--- src/rtl/dmem_arbiter.sv ---
// rtl/dmem_arbiter.sv - two-port arbiter and access sequencer for the shared data memory
//
// Grants the CPU memory stage or the debug/loader port one access at a time,
// holds the data_mem strobes for WAIT_CYCLES cycles, then returns a one-cycle
// ready pulse to the winner with the shared read-data register.
//
// Optional feature: define DMEM_ARB_RR_EN for round-robin tie-breaking;
// when undefined the CPU always wins simultaneous requests.
//
// Ports:
//   clk, reset                   clock, asynchronous active-high reset
//   cpu_req/we/addr/wdata        CPU request (held until cpu_ready)
//   cpu_ready, cpu_rdata         CPU completion pulse and read data
//   dbg_req/we/addr/wdata        debug/loader request (held until dbg_ready)
//   dbg_ready, dbg_rdata         debug completion pulse and read data
//   mem_MemRead, mem_MemWrite    strobes to data_mem (ACCESS state only)
//   mem_address, mem_write_data  latched address / write data to data_mem
//   mem_read_data                read data from data_mem
//   busy                         high whenever the sequencer is not IDLE
//   grant_dbg                    current or most recent grant went to debug

`ifndef WORD
`define WORD 64
`endif

module dmem_arbiter #(
   parameter int WAIT_CYCLES = 1
) (
   input  logic             clk,
   input  logic             reset,
   input  logic             cpu_req,
   input  logic             cpu_we,
   input  logic [`WORD-1:0] cpu_addr,
   input  logic [`WORD-1:0] cpu_wdata,
   output logic             cpu_ready,
   output logic [`WORD-1:0] cpu_rdata,
   input  logic             dbg_req,
   input  logic             dbg_we,
   input  logic [`WORD-1:0] dbg_addr,
   input  logic [`WORD-1:0] dbg_wdata,
   output logic             dbg_ready,
   output logic [`WORD-1:0] dbg_rdata,
   output logic             mem_MemRead,
   output logic             mem_MemWrite,
   output logic [`WORD-1:0] mem_address,
   output logic [`WORD-1:0] mem_write_data,
   input  logic [`WORD-1:0] mem_read_data,
   output logic             busy,
   output logic             grant_dbg
);

   typedef enum logic [1:0] {
      IDLE   = 2'd0,
      ACCESS = 2'd1,
      RESP   = 2'd2
   } state_t;

   localparam logic [3:0] CNT_LOAD = 4'(WAIT_CYCLES - 1);

   state_t           state;
   state_t           state_nxt;
   logic [3:0]       cnt;
   logic             lat_we;
   logic [`WORD-1:0] lat_addr;
   logic [`WORD-1:0] lat_wdata;
   logic [`WORD-1:0] rdata;
   logic             any_req;
   logic             pick_dbg;

   // Winner selection, only consulted in IDLE.
   always_comb begin
      any_req = cpu_req | dbg_req;
`ifdef DMEM_ARB_RR_EN
      // On a tie the port that did not win last time goes; grant_dbg is that history.
      pick_dbg = dbg_req & (~cpu_req | ~grant_dbg);
`else
      pick_dbg = dbg_req & ~cpu_req;
`endif
   end

   always_ff @(posedge clk or posedge reset) begin
      if (reset) begin
         state <= IDLE;
      end else begin
         state <= state_nxt;
      end
   end

   // Strobes, ready and busy decode straight from the state register, so an
   // asynchronous reset drops them without waiting for a clock edge.
   always_comb begin
      state_nxt    = state;
      mem_MemRead  = 1'b0;
      mem_MemWrite = 1'b0;
      cpu_ready    = 1'b0;
      dbg_ready    = 1'b0;
      busy         = 1'b1;
      case (state)
         IDLE: begin
            busy = 1'b0;
            if (any_req) state_nxt = ACCESS;
         end
         ACCESS: begin
            mem_MemRead  = ~lat_we;
            mem_MemWrite = lat_we;
            if (cnt == 4'd0) state_nxt = RESP;
         end
         RESP: begin
            cpu_ready = ~grant_dbg;
            dbg_ready = grant_dbg;
            state_nxt = IDLE;
         end
         default: begin
            state_nxt = IDLE;
         end
      endcase
   end

   always_ff @(posedge clk or posedge reset) begin
      if (reset) begin
         cnt       <= 4'd0;
         lat_we    <= 1'b0;
         lat_addr  <= '0;
         lat_wdata <= '0;
         rdata     <= '0;
         grant_dbg <= 1'b1;
      end else begin
         case (state)
            IDLE: begin
               if (any_req) begin
                  grant_dbg <= pick_dbg;
                  lat_we    <= pick_dbg ? dbg_we    : cpu_we;
                  lat_addr  <= pick_dbg ? dbg_addr  : cpu_addr;
                  lat_wdata <= pick_dbg ? dbg_wdata : cpu_wdata;
                  cnt       <= CNT_LOAD;
               end
            end
            ACCESS: begin
               if (cnt != 4'd0) begin
                  cnt <= cnt - 4'd1;
               end else if (!lat_we) begin
                  rdata <= mem_read_data;
               end
            end
            default: begin
            end
         endcase
      end
   end

   assign mem_address    = lat_addr;
   assign mem_write_data = lat_wdata;
   assign cpu_rdata      = rdata;
   assign dbg_rdata      = rdata;

endmodule

--- config.mk ---
export PLATFORM = sky130hd
export DESIGN_NAME = dmem_arbiter
export DESIGN_NICKNAME = d
export VERILOG_FILES = /design/src/rtl/dmem_arbiter.sv
export SDC_FILE = /design/constraint.sdc
export NUM_CORES = 1
export LEC_CHECK = 0
export CORE_AREA = 5 5 226 228
export DETAILED_ROUTE_END_ITERATION = 8
export DIE_AREA = 0 0 231 233
export PLACE_DENSITY = 0.54
export REMOVE_ABC_BUFFERS = 1
export SLEW_MARGIN = 20
export SYNTH_ARGS = -nofsm -noshare
export SYNTH_HDL_FRONTEND = slang
export SYNTH_SLANG_ARGS = --single-unit
--- constraint.sdc ---
create_clock -name clk -period 6.23 [get_ports clk]
set_input_delay 1.246 -clock clk [delete_from_list [all_inputs] [get_ports clk]]
set_output_delay 1.246 -clock clk [all_outputs]
set_load 0.03 [all_outputs]
==> summary.txt <==
Route
  • Vias: 7206
  • DRC violation count after routing: 0
  • Initial drt markers: between 150 and 200
  • Via density: roughly 4.0
  • ANT nets after route: 0
  • Routed WL: roughly 36000 um
  • Routed WL per cell: roughly 20 um
  • DR pass1 iterations: 4

Finish
  • Post-route cell area: ~16000 um^2
  • Post-Route Utilization: 33.29%
  • Nets: roughly 1500
  • Area Overhead vs Synth: 69.40%
  • Share of layout cells above drive strength 1: 29.83%

Yosys
  • Area leader, netlist: dfrtp_1
  • Synth area leaders: dfrtp_1 52%, mux2_2 36%, buf_4 5.1%
  • Library cells used by synthesis: 28
  • Synth Warn #: 0
  • Dominant synthesized flop cell: dfrtp_1
  • Number of synthesized flops with an enable pin: 0
  • Mapped Area: ~9600 um^2
  • Yosys top cell area share: 52.09%
  • #FFs+latches synth: 200
  • Async SR Flop Fraction: 100.0%
  • Sequential-to-total area share from yosys stat: a little over half
  • Synthesized area per cell: between 10 and 15 um^2
  • Cell with the most instances after synthesis: mux2_2
  • Top cells by count, synth: 308 x mux2_2, 199 x dfrtp_1, 65 x buf_4, 23 x buf_2, 14 x mux2_1
  • Post-Synthesis Cells: 654

Timing
  • Setup Skew: roughly 0.011 ns
  • Minimum clock period: between 3 and 4 ns
  • Final Hold Violating Endpoints: 0
  • Transition time of the tightest slew-check pin: between 0.9 and 1 ns
  • Pins Over Slew Limit: 0
  • Slew HR: 39.23%
  • RSZ-0062 raised after global routing: no
  • Crit share post-route: 52.15%
  • Worst hold slack: around 0.49 ns
  • Final setup viols: 0
  • Fmax achieved: around 310 MHz

Setup path
  • Kind of critical path: reg2out
  • Max Fanout on Critical Path: 7
  • Required time worst endpoint: 4.98 ns
  • Worst Setup End Kind: primary output
  • Setup crit start kind: flip-flop
  • Critical Path AT: 2.00 ns

Die
  • Die ar.: roughly 54000 um^2
  • Chip width: 231 um
  • Die H: roughly 230 um
  • CORE AREA: roughly 49000 um^2
  • Row Count: a little over 80
  • I/O pins: between 500 and 600
  • Initial Utilization: 19.65%

Clocking
  • Worst skew pair latency: approximately 0.48 ns
  • Setup Fix Bufs, Post-CTS: 0
  • CTS tree: yes
  • H-tree depth: 4
  • TritonCTS buffer count: 17
  • Cts hold-fix bufs: 0
  • TritonCTS Sinks: 200
  • Post-CTS resize count: 0
  • Clk Tree Root Cell: clkbuf_16
  • Longest Clk Path Bufs: 2
  • Clock Pin Slew Worst Setup and Hold Paths: approximately 0.070 ns

Global route
  • Initial antenna violation count: 3
  • Gr usage total: a little over an eighth
  • Grt total ovfl: 0
  • Grt peak-use layer: met2
  • GRT met3 Usage: under 10%
  • Global routing usage on met2: between 20% and 30%
  • Largest net degree at the start of global routing: 112
  • Met1 usage: 14.85%
  • Vias in the first global route: just over 8000
  • First-pass GRT wire length: approximately 53000 um

Placed design
  • Gpl congestion: 0.7337
  • Post-DP HPWL: roughly 28000 um
  • DP Area: 15620 um^2
  • Port Buffers: 587

Hold path
  • Worst Hold Class: reg2reg

Pwr
  • PwrDens: approximately 540 nW/um^2
  • Worst vdd ir: roughly 0.33 mV
  • P_leak: approximately 6.3 nW

Status
  • Status: finished clean

Job
  • Max-cap violations: 0
[kinds of logic after synthesis]
group / after synthesis / share of synthesized area [%]
AND/OR/NAND/NOR: 17 / 1.296
flip-flops: 200 / 52.36
AO/OA/AOI/OAI: 10 / 0.5759
adder cells (fa/ha/maj): 1 / 0.1309
multiplexers: 323 / 38.03
buffers and inverters: 103 / 7.604
[path summary, 6_finish.rpt]
check	startpoint	to	slack [ns]	cells past startpoint
worst max-delay path	state[0]$_DFFE_PP0P_	mem_MemWrite	2.98	3
worst min register to register	cnt[0]$_DFFE_PP0P_	cnt[0]$_DFFE_PP0P_	0.49	1
min in group asynchronous	reset	cpu_rdata[9]$_DFFE_PP0P_	1.28	2
worst max register to register	cnt[0]$_DFFE_PP0P_	cpu_rdata[3]$_DFFE_PP0P_	4.06	6
worst min-delay path	cnt[0]$_DFFE_PP0P_	cnt[0]$_DFFE_PP0P_	0.49	1
max in group asynchronous	reset	mem_address[19]$_DFFE_PP0P_	3.89	3
[flip-flops by register name (all words and copies together), names as in the netlist]
signal	flops
mem_address	64
lat_we	1
state	2
mem_write_data	64
cpu_rdata	64
grant_dbg	1
cnt	4
[per-layer routing]
metal  vias to the layer above  share of wire, %
met5                         -                 0
met4                         0               1.1
met3                        23               9.3
met2                       368                50
met1                      3525                40
li1                       3290                 -
[power by group]
group	internal, mW	leakage, nW	switching, mW
sequential	1.97	2.34	0.490
combinational	2.41	3.68	2.79
clock	0.560	0.277	0.572
[cell type report]
cell class                 count  area, um^2
sequential                   200        5006
multi-input combinational    351        3840
clock inverter                14       141.4
antenna                        3       7.507
fill                        4898       32450
timing repair buffer         593        5971
inverter                       5       26.28
clock buffer                  17       425.4
tap                          622       778.2
[worst max-delay path, cell delays in order, from the launching register on]
cell             delay, ns
dfrtp_1               0.44
nor2b_1               0.23
and2_1                0.17
clkdlybuf4s50_1       0.68
[cells in the final DEF (no fill, tap or decap), types with 2 or more instances in the layout]
master           synthesis  routed
clkdlybuf4s50_1          0     587
mux2_1                  14      14
clkinv_4                 0       5
dfrtp_1                199     199
o21ai_0                  4       4
nor3b_2                  2       2
inv_8                    0       2
buf_12                   0       4
mux2_2                 308     308
a21oi_1                  4       4
buf_4                   65       2
diode_2                  0       3
inv_1                    5       4
nand2b_1                 2       2
clkbuf_16                0      17
inv_6                    0       5
nor2_1                   2       2
[through the flow]
step | setup slack (ns) | setup TNS, ns | instances | power [mW]
floorplan | -1.750 | -318.92 | 556 | 5.320
detailed placement | 2.978 | 0 | 1771 | 7.747
global route | 2.825 | 0 | 1803 | 9.254
global placement | 3.008 | 0 | 1771 | 7.728
finish | 2.981 | 0 | 1805 | 8.801
CTS | 2.890 | 0 | 1802 | 8.965
(Power assumes the default switching activity.)
